==> config.mk <==
export PLATFORM = sky130hd
export DESIGN_NAME = fft16_input_framer
export DESIGN_NICKNAME = d
export VERILOG_FILES = /design/src/rtl/fft16_input_framer.sv
export SDC_FILE = /design/constraint.sdc
export NUM_CORES = 1
export LEC_CHECK = 0
export ABC_AREA = 0
export BUFFER_PORTS_ARGS = -buffer_cell sky130_fd_sc_hd__buf_2
export CAP_MARGIN = 20
export CORE_ASPECT_RATIO = 0.7
export CORE_UTILIZATION = 40
export CTS_BUF_LIST = sky130_fd_sc_hd__clkbuf_4 sky130_fd_sc_hd__clkbuf_8
export CTS_CLUSTER_SIZE = 10
export DETAILED_ROUTE_END_ITERATION = 8
export MAX_ROUTING_LAYER = met4
export PLACE_DENSITY = 0.62
export SYNTH_ARGS = -nofsm -noshare
export SYNTH_HDL_FRONTEND = slang
export SYNTH_SLANG_ARGS = --single-unit
export TNS_END_PERCENT = 10
==> constraint.sdc <==
create_clock -name clk -period 21.7 [get_ports clk]
set_input_delay 4.34 -clock clk [delete_from_list [all_inputs] [get_ports clk]]
set_output_delay 4.34 -clock clk [all_outputs]
set_load 0.05 [all_outputs]
==> src/rtl/fft16_input_framer.sv <==
`default_nettype none
// ============================================================================
// fft16_input_framer : serial-to-parallel ping-pong framer feeding the FFT16
//                      first butterfly. Optional macro FFT16_FRAME_SYNC_EN
//                      adds in_sof resynchronisation and the sync_err pulse.
// Revision : 1.0  initial release
// ============================================================================
module fft16_input_framer #(
   parameter int N     = 16,
   parameter int W     = 16,
   parameter int CNT_W = 16
) (
   input  logic             clk,
   input  logic             rst,
   input  logic             in_valid,
   output logic             in_ready,
   input  logic [W-1:0]     in_data,
`ifdef FFT16_FRAME_SYNC_EN
   input  logic             in_sof,
   output logic             sync_err,
`endif
   output logic             frame_valid,
   input  logic             frame_ready,
   output logic [N*W-1:0]   frame_data,
   output logic [CNT_W-1:0] frame_count
);

   localparam int          IW       = $clog2(N);
   localparam logic [IW-1:0] LAST_IDX = IW'(N - 1);

   logic [W-1:0]     bank_q [2][N];
   logic [W-1:0]     bank_d [2][N];
   logic             wr_bank_q, wr_bank_d;
   logic             rd_bank_q, rd_bank_d;
   logic [IW-1:0]    wr_idx_q, wr_idx_d;
   logic [1:0]       full_q, full_d;
   logic [CNT_W-1:0] frame_count_q, frame_count_d;
   logic             sync_err_q, sync_err_d;
   logic             accept;
   logic             handoff;
   logic             sof;

`ifdef FFT16_FRAME_SYNC_EN
   assign sof      = in_sof;
   assign sync_err = sync_err_q;
`else
   assign sof = 1'b0;
`endif

   assign in_ready    = ~full_q[wr_bank_q];
   assign frame_valid = full_q[rd_bank_q];
   assign frame_count = frame_count_q;
   assign accept      = in_valid & in_ready;
   assign handoff     = frame_valid & frame_ready;

   for (genvar k = 0; k < N; k++) begin : g_lane
      assign frame_data[k*W +: W] = bank_q[rd_bank_q][k];
   end

   // Handoff and completion never touch the same bank, so both updates apply.
   always_comb begin
      bank_d        = bank_q;
      wr_bank_d     = wr_bank_q;
      rd_bank_d     = rd_bank_q;
      wr_idx_d      = wr_idx_q;
      full_d        = full_q;
      frame_count_d = frame_count_q;
      sync_err_d    = 1'b0;
      if (handoff) begin
         full_d[rd_bank_q] = 1'b0;
         rd_bank_d         = ~rd_bank_q;
         frame_count_d     = frame_count_q + CNT_W'(1);
      end
      if (accept) begin
         if (sof) begin
            // Restart the fill bank at index 0; held frames are left alone.
            bank_d[wr_bank_q][0] = in_data;
            wr_idx_d             = IW'(1);
            sync_err_d           = (wr_idx_q != '0);
         end else begin
            bank_d[wr_bank_q][wr_idx_q] = in_data;
            if (wr_idx_q == LAST_IDX) begin
               full_d[wr_bank_q] = 1'b1;
               wr_bank_d         = ~wr_bank_q;
               wr_idx_d          = '0;
            end else begin
               wr_idx_d = wr_idx_q + IW'(1);
            end
         end
      end
   end

   always_ff @(posedge clk or posedge rst) begin
      if (rst) begin
         bank_q        <= '{default: '0};
         wr_bank_q     <= 1'b0;
         rd_bank_q     <= 1'b0;
         wr_idx_q      <= '0;
         full_q        <= 2'b00;
         frame_count_q <= '0;
         sync_err_q    <= 1'b0;
      end else begin
         bank_q        <= bank_d;
         wr_bank_q     <= wr_bank_d;
         rd_bank_q     <= rd_bank_d;
         wr_idx_q      <= wr_idx_d;
         full_q        <= full_d;
         frame_count_q <= frame_count_d;
         sync_err_q    <= sync_err_d;
      end
   end

endmodule
`default_nettype wire

### Yosys cells after proc, flatten, opt, wreduce, memory -nomap -nowiden

Cells that the tools add are included.

| operators by class | value |
|---|---|
| multiplexer cells | 20 |
| reductions and logical operators | 5 |
| divide/modulo/power cells | 0 |
| equal/unequal tests | 1 |
| $mul | 0 |
| shifts and indexed selects | 0 |
| $lt $le $gt $ge | 9 |
| add/subtract/negate cells | 2 |
| bitwise logic cells | 11 |

Operators with widths:

| operator | count |
|---|---|
| $mux 256 | 4 |
| $bwmux 512 | 1 |
| $demux 256 s1 | 1 |
| $demux 16 s4 | 1 |
| $add 16x1->16 const B | 1 |
| $mux 16 | 1 |
| $mux 1 | 6 |
| $mux 2 | 3 |
| $ge 5x5->1 const B | 1 |
| $lt 5x1->1 const B | 1 |
| $not 4->5 | 1 |
| $add 4x1->4 const B | 1 |
| $eq 4x4->1 const B | 1 |
| $ge 2x2->1 const B | 2 |
| $logic_and 1x1->1 | 4 |
| $lt 1x2->1 const B | 2 |
| $mux 4 | 1 |
| $not 1->2 | 2 |
| $not 1->1 | 3 |
| $and 1x1->1 | 2 |
| $and 2x2->2 | 1 |
| $demux 1 s1 | 2 |
| $ge 1x1->1 const B | 2 |
| $lt 2x1->1 const B | 1 |
| 3 further kinds | 3 |

| storage, ports and cells | value |
|---|---|
| register bits after elaboration | 536 |
| memory bits (read-only) | 0 |
| bits in latches | 0 |
| memory bits (writable) | 0 |
| word-level logic and storage cells | 85 |
| output and inout bits | 274 |
| memories kept | 0 |
| input port bits | 20 |

### Logic depth before layout (Yosys ltp)

Gate-level depths: netlist of run 1.

| logic depth | value |
|---|---|
| word-level depth | 10 |
| depth in mapped cells | 7 |
| gate-level depth less buffers | 5 |

### Worst setup path after synthesis of run 1

Ideal clock, no wire load.

| timing | value |
|---|---|
| kind | flip-flop to output port |
| start point | register rd_bank_q |
| end point | output frame_data[0] |
| stages on the path, launching flop included | 5 |
| path slack | 15.680 ns |
| arrival time | 1.680 ns |
| data required time | 17.360 ns |
| path buffers | 3 |
| cell sequence | dfrtp_1 > clkbuf_1 > clkbuf_1 > clkbuf_1 > mux2_2 |

| on the way | value |
|---|---|
| cells in the longest elaborated chain, start to end | 4 |

RTL lines:

| what | line | RTL |
|---|---|---|
| start: declaration | 34 | `logic rd_bank_q, rd_bank_d;` |
| start signal: assignment | 105 | `rd_bank_q <= rd_bank_d;` |
| $not 1->2 (implied by the code) | 57 | `assign frame_data[k*W +: W] = bank_q[rd_bank_q][k];` |
| $mux 256 (3 in a row) | - |  |
| end: declaration | 24 | `output logic [N*W-1:0] frame_data,` |

No other way between the ends. The select of a mux whose other input is x is not followed.

### Worst setup path in the final report of run 1

| timing | value |
|---|---|
| start point | register rd_bank_q |
| end point | output frame_data[167] |

The elaborated chain is that of the path after synthesis.

==> results_dict.tcl, run 1 <==
set metrics [dict create \
    drtAntennaViolNets 0 \
    clkTransAtPathRegs_ps 60 \
    ys_ff_latch 536 \
    cts_made_buffers 86 \
    core_sq_mm 0.0572 \
    htreeDepth 3 \
    yosysSeqAreaShare_pct 57.4 \
    avgSynthCellArea_sq_um 15.1 \
    hold_buffers 0 \
    slew_headroom_pct 26.0 \
    hold_class "reg2reg" \
    clock.fmax_ghz 0.118 \
    drc 0 \
    grt_pass1_wl_mm 91.0 \
    finClkSkew_ps 23.5 \
    wirelength_mm 60.7 \
    syn_nets 1573 \
    numClockSinks 536 \
    outcome "finished, final reports clean" \
    globalplace.congestion 0.804 \
    n_antenna_cell 0 \
    wl_per_cell_um 23.0 \
    grt-ovfl-total 0 \
    insertion_delay_ps 670 \
    whs_ps 486 \
    synth_cell_types 36 \
    setup_viol 0 \
    grt_util_all_layers_pct 21.1 \
    dp_hpwl_mm 39.0 \
    ys.warnings.count 0 \
    grt_pass1_vias 14200 \
    nets 1850 \
    drive_gt1_share_pct 66.0 \
    end_kind "output pin" \
    slew_violations 0 \
    syn_area_sq_mm 0.0233 \
    row_count 73 \
    worst_ep_arrival_time_ps 4120 \
    cts_tree "built" \
    dr.pass1.iters 4 \
    postLayoutCellArea_sq_mm 0.0273 \
    tightest_slew_ps 1110 \
    post_dp_cell_area_sq_mm 0.0254 \
    worstPathRequired_ps 17360 \
    initial_core_util_pct 40.8 \
    register_area_sq_mm 0.0134 \
    post_cts_buffers 0 \
    syn2layout_area_growth_pct 16.8 \
    via_count 13800 \
    io_buffers 293 \
    syn_inst 1548 \
    startpoint_type "flop" \
    dieArea_sq_mm 0.0594 \
    max_stage_delay_ps 950 \
    rsz0062_at_grt "false" \
    grt_start_max_net_pins 114 \
    cpMostUsedCell "buf_4" \
    setup_tns_ps 0 \
    layout_common_cells "mux2_2 (765), dfrtp_1 (535), buf_2 (293)" \
    crit_type "reg2out" \
    final_common_cell "mux2_2" \
    cpMaxStageDelayCell "dfrtp_4" \
    io_pins 294 \
    crit_fanout 73 \
    drtIter0Drc 571 \
    num-fill-cells 5080 \
    cap_violations 0 \
    vias_per_cell 5.24 \
    multi_input_comb_area_sq_mm 0.00945 \
    post_cts_resized 0 \
    antenna_found_initial 2 \
    hold_viol_final 0 \
    cts_root_buffer "clkbuf_8" \
    path_cells "buf_4, buf_4, mux2_2, buf_2" \
    die_y_um 204 \
    clock_path_buffers 3 \
    die_w_um 291 \
    period_share_pct 39.0 \
    period_minus_slack_ps 8460 \
]
==> sequential cells by signal, summed over array words and instances (netlist names) <==
name and flops:
wr_idx_q 4, rd_bank_q 1, wr_bank_q 1, bank_q 512, full_q 2, frame_count 16
==> cell families after synthesis <==
logic type	synth area share (%)
DFF	57.4
and+or+nand+nor	2.12
buffers and inverters	2.16
xor gates and xnor gates	0.600
AOI/OAI and AO/OA	0.225
muxes	37.2
adders and majority gates	0.268
==> cell type report <==
type                       count  area share, %
clock buffer                 138           6.25
clock inverter                11          0.330
inverter                       5         0.0963
multi-input combinational    889           34.6
sequential                   536           49.2
tap                          750           3.44
timing repair buffer         307           6.06
==> metal layers <==
metal	part of all wire (%)	global-route usage (%)	vias up
met1	47	29.5	7302
met3	6.1	5.07	88
li1	-	-	6086
met4	1.9	5.23	0
met5	0	-	-
met2	45	30.9	340
==> per-stage QoR <==
step,instances,util (%),setup slack [ps]
after floorplan,1548,-,2380
after global placement,2483,44.4,13990
after detailed placement,2483,44.4,13900
after CTS,2632,47.5,13140
after global routing,2636,47.7,13010
final,2636,47.7,13240
==> Yosys cell counts (all sizes together) <==
library cell  count  share of area [%]
mux2            769                 37
nand4             6               0.16
nor3b             1              0.032
nor3             10               0.33
a22o              1              0.038
and3              2              0.054
a21oi             1              0.021
o21ai             3              0.064
nand2b            2              0.054
dfrtp           536                 57
nand2            41               0.79
xor2              7               0.26
or3b              2              0.075
a21o              1              0.032
nand4b            1              0.038
a32o              1              0.043
clkbuf           85                1.4
nand3b            2              0.064
nor4              4               0.13
a31oi             1              0.027
nor2              8               0.15
inv               5              0.080
buf              33               0.72
ha                5               0.27
and2              2              0.054
mux2i             2              0.086
nand3             8               0.19
xnor2             9               0.34
==> worst max-delay path: cells and delay by family, from the launching register on <==
kind / cells / cell delay, ps
buf+inv: 3 / 1880
flops: 1 / 950
mux: 1 / 420
==> final timing paths <==
kind | endpoint | start | depth (start not counted) | slack, ps
max | frame_data[167] | rd_bank_q | 4 | 13240
min | bank_q[223] | bank_q[223] | 1 | 490
max reg2reg | frame_count[15] | rd_bank_q | 5 | 18260
min reg2reg | bank_q[223] | bank_q[223] | 1 | 490
max in group asynchronous | bank_q[448] | rst | 4 | 15790
min in group asynchronous | bank_q[253] | rst | 2 | 3790
Power of run 1 is not shown: default switching activity piles up to over one toggle a cycle in this logic, so the estimate is an artifact.
==> run 2, diff against run 1 <==
- PLACE_DENSITY: 0.62 -> 0.64
- clock period: 21.7 -> 7.5 ns (I/O delays scaled with it)
==> results_dict.tcl, run 2 (synthesis results as in run 1) <==
set metrics [dict create \
    cts_made_buffers 86 \
    clock_path_buffers 3 \
    rr_endpoint "bank_q[62]" \
    reg2reg_depth 4 \
    regMostFlops "bank_q" \
    fin_cells 2637 \
    dieArea_sq_mm 0.0594 \
    vias_per_cell 5.19 \
    post_dp_cell_area_sq_mm 0.0254 \
    min-delay-start "frame_count[15]" \
    clkTransAtPathRegs_ps 60 \
    period_minus_slack_ps 4420 \
    initial_core_util_pct 40.8 \
    core_sq_mm 0.0572 \
    setup.worst_path.end "frame_data[225]" \
    io_buffers 293 \
    multi_input_comb_area_sq_mm 0.00945 \
    hold_class "reg2reg" \
    worst_ep_arrival_time_ps 2920 \
    grt_start_max_net_pins 166 \
    whs_ps 489 \
    cts_root_buffer "clkbuf_8" \
    nets 1847 \
    antenna_found_initial 0 \
    cts_tree "built" \
    rrSetupSlack_ps 4830 \
    wirelength_mm 58.2 \
    dr.pass1.iters 5 \
    insertion_delay_ps 670 \
    syn2layout_area_growth_pct 17.1 \
    setup.worst_path.start "rd_bank_q" \
    drtIter0Drc 612 \
    row_count 73 \
    num-fill-cells 5003 \
    post_cts_resized 0 \
    end_kind "output pin" \
    outcome "finished, final reports clean" \
    final_common_cell "mux2_2" \
    numClockSinks 536 \
    largest_reg_flops 512 \
    grt_util_all_layers_pct 20.3 \
    drive_gt1_share_pct 66.0 \
    setup_viol 0 \
    slew_violations 0 \
    crit_type "reg2out" \
    post_cts_buffers 0 \
    drtAntennaViolNets 0 \
    via_count 13700 \
    htreeDepth 3 \
    postLayoutCellArea_sq_mm 0.0273 \
    die_w_um 291 \
    grt-ovfl-total 0 \
    cap_violations 0 \
    hold_buffers 0 \
    dp_cells 2481 \
    rsz0062_at_grt "false" \
    wl_per_cell_um 22.1 \
    startpoint_type "flop" \
    drc 0 \
    tightest_slew_ps 1110 \
    register_area_sq_mm 0.0134 \
    grt_pass1_wl_mm 88.7 \
    grt_pass1_vias 14300 \
    crit_fanout 158 \
    globalplace.congestion 0.787 \
    finClkSkew_ps 34.4 \
    dp_hpwl_mm 36.5 \
    period_share_pct 59.0 \
    clock.fmax_ghz 0.226 \
    reg2reg_from "wr_idx_q[3]" \
    slew_headroom_pct 25.8 \
    hold_viol_final 0 \
    die_y_um 204 \
    worstPathRequired_ps 6000 \
    layout_common_cells "mux2_2 (765), dfrtp_1 (535), buf_2 (293)" \
    io_pins 294 \
]
==> run 2: worst min path at each step <==
stage / cells after the start / to / slack (ps)
3_3_place_gp: 1 / frame_count[15] / 460
3_5_place_dp: 1 / bank_q[223] / 480
4_1_cts: 1 / bank_q[243] / 490
2_1_floorplan: 1 / bank_q[223] / 460
6_report: 1 / frame_count[15] / 490
5_1_grt: 1 / bank_q[7] / 510
==> run 2: per-stage QoR <==
stage          util (%)  worst slack [ps]  TNS (ps)
2_1_floorplan         -             -1290   -690380
3_3_place_gp       44.4              3630         0
3_5_place_dp       44.4              3630         0
4_1_cts            47.7              2890         0
5_1_grt            47.8              2880         0
6_report           47.8              3080         0
==> run 2: worst max-delay path, stage by stage (launching register included) <==
cell	delay, ps
dfrtp_4	680
buf_12	610
mux2_2	460
buf_2	220
==> run 2: final cells by class <==
cell class | count | area share [%]
repair buffers | 304 | 6.05
clock buffers | 133 | 6.17
inverters | 5 | 0.0824
clock inverters | 19 | 0.636
well taps | 750 | 3.43
multi-input cells | 889 | 34.6
flip-flops and latches | 536 | 49.1
diodes | 1 | 0.00915
==> run 2: layer usage <==
metal / vias up / share of wire, % / GRT usage, %
li1: 6101 / - / -
met1: 7233 / 48 / 28.0
met2: 275 / 46 / 30.8
met3: 81 / 4.0 / 3.98
met4: 0 / 1.8 / 5.10
met5: - / 0 / -
Power of run 2 is left out for the same reason.
==> run 3, diff against run 2 <==
- clock period: 7.5 -> 3.6 ns (I/O delays scaled with it)
==> results_dict.tcl, run 3 (synthesis results as in run 1) <==
set metrics [dict create \
    outcome "finished, final reports clean" \
    dp_hpwl_mm 38.2 \
    drive_gt1_share_pct 66.4 \
    hold_buffers 0 \
    clkTransAtPathRegs_ps 60 \
    cts_root_buffer "clkbuf_8" \
    grt_pass1_wl_mm 90.4 \
    wl_per_cell_um 22.1 \
    hold_viol_final 0 \
    die_y_um 204 \
    worst_ep_arrival_time_ps 2580 \
    nets 1875 \
    period_minus_slack_ps 3300 \
    rrSetupSlack_ps 1090 \
    rr_endpoint "bank_q[193]" \
    tightest_slew_ps 987 \
    die_w_um 291 \
    grt_pass1_vias 14800 \
    worstPathRequired_ps 2880 \
    cts_tree "built" \
    finClkSkew_ps 31.4 \
    insertion_delay_ps 680 \
    post_cts_resized 0 \
    period_share_pct 91.6 \
    post_cts_buffers 0 \
    end_kind "output pin" \
    largest_reg_flops 512 \
    row_count 73 \
    clock.fmax_ghz 0.303 \
    layout_common_cells "mux2_2 (765), dfrtp_1 (535), buf_2 (293)" \
    reg2reg_depth 5 \
    setup_viol 0 \
    regMostFlops "bank_q" \
    drtAntennaViolNets 0 \
    io_buffers 293 \
    cap_violations 0 \
    rsz0062_at_grt "false" \
    crit_fanout 71 \
    crit_type "reg2out" \
    dr.pass1.iters 6 \
    globalplace.congestion 0.780 \
    syn2layout_area_growth_pct 17.5 \
    wirelength_mm 58.9 \
    grt_util_all_layers_pct 20.7 \
    via_count 13800 \
    cts_made_buffers 86 \
    grt-ovfl-total 0 \
    hold_class "in2async" \
    drc 0 \
    startpoint_type "flop" \
    slew_violations 0 \
    final_common_cell "mux2_2" \
    grt_start_max_net_pins 106 \
    reg2reg_from "wr_idx_q[0]" \
    clock_path_buffers 3 \
    initial_core_util_pct 40.8 \
    io_pins 294 \
    numClockSinks 536 \
    vias_per_cell 5.18 \
    n_antenna_cell 0 \
    slew_headroom_pct 34.0 \
    antenna_found_initial 0 \
    dieArea_sq_mm 0.0594 \
    htreeDepth 3 \
    drtIter0Drc 536 \
    final_util_pct 48.0 \
    core_sq_mm 0.0572 \
]
## run 3: cell type report
type	instances	area, sq um
multi-input cells	889	9450
repair buffers	332	1870
clock buffers	136	1660
inverters	5	22.5
fillers	4937	29700
clock inverters	11	82.6
flip-flops and latches	536	13400
well taps	750	938
## run 3: worst max-delay path by stage
stage,from,endpoint,slack (ps)
after CTS,rd_bank_q,frame_data[134],240
final,rd_bank_q,frame_data[134],300
after global placement,in_valid,bank_q[99],900
after global routing,rd_bank_q,frame_data[134],200
after detailed placement,in_valid,bank_q[100],850
after floorplan,rst,bank_q[0],-4410
## run 3: metrics by stage
stage / area [sq um] / worst slack [ps] / hold slack (ps) / setup TNS [ps] / std cells
floorplan: 23400 / -4410 / 459 / -2362700 / 1548
global placement: 25700 / 900 / 458 / 0 / 2512
detailed placement: 25700 / 854 / 461 / 0 / 2512
CTS: 27400 / 237 / 142 / 0 / 2659
global route: 27400 / 202 / 172 / 0 / 2659
finish: 27400 / 303 / 170 / 0 / 2659
## run 3: worst max-delay path: stages (launching register included)
cell     delay [ps]
dfrtp_4         760
buf_12          400
mux2_2          420
buf_2           220
## run 3: routing by layer
metal  vias up  wire, um  share of wire, %  track usage [%]
met5         -         0                 0                -
li1       6128         -                 -                -
met2       274     27400                46             31.8
met1      7301     28200                48             28.2
met3        83      2310               3.9             4.00
met4         0       947               1.6             5.06
Power of run 3 is left out for the same reason.
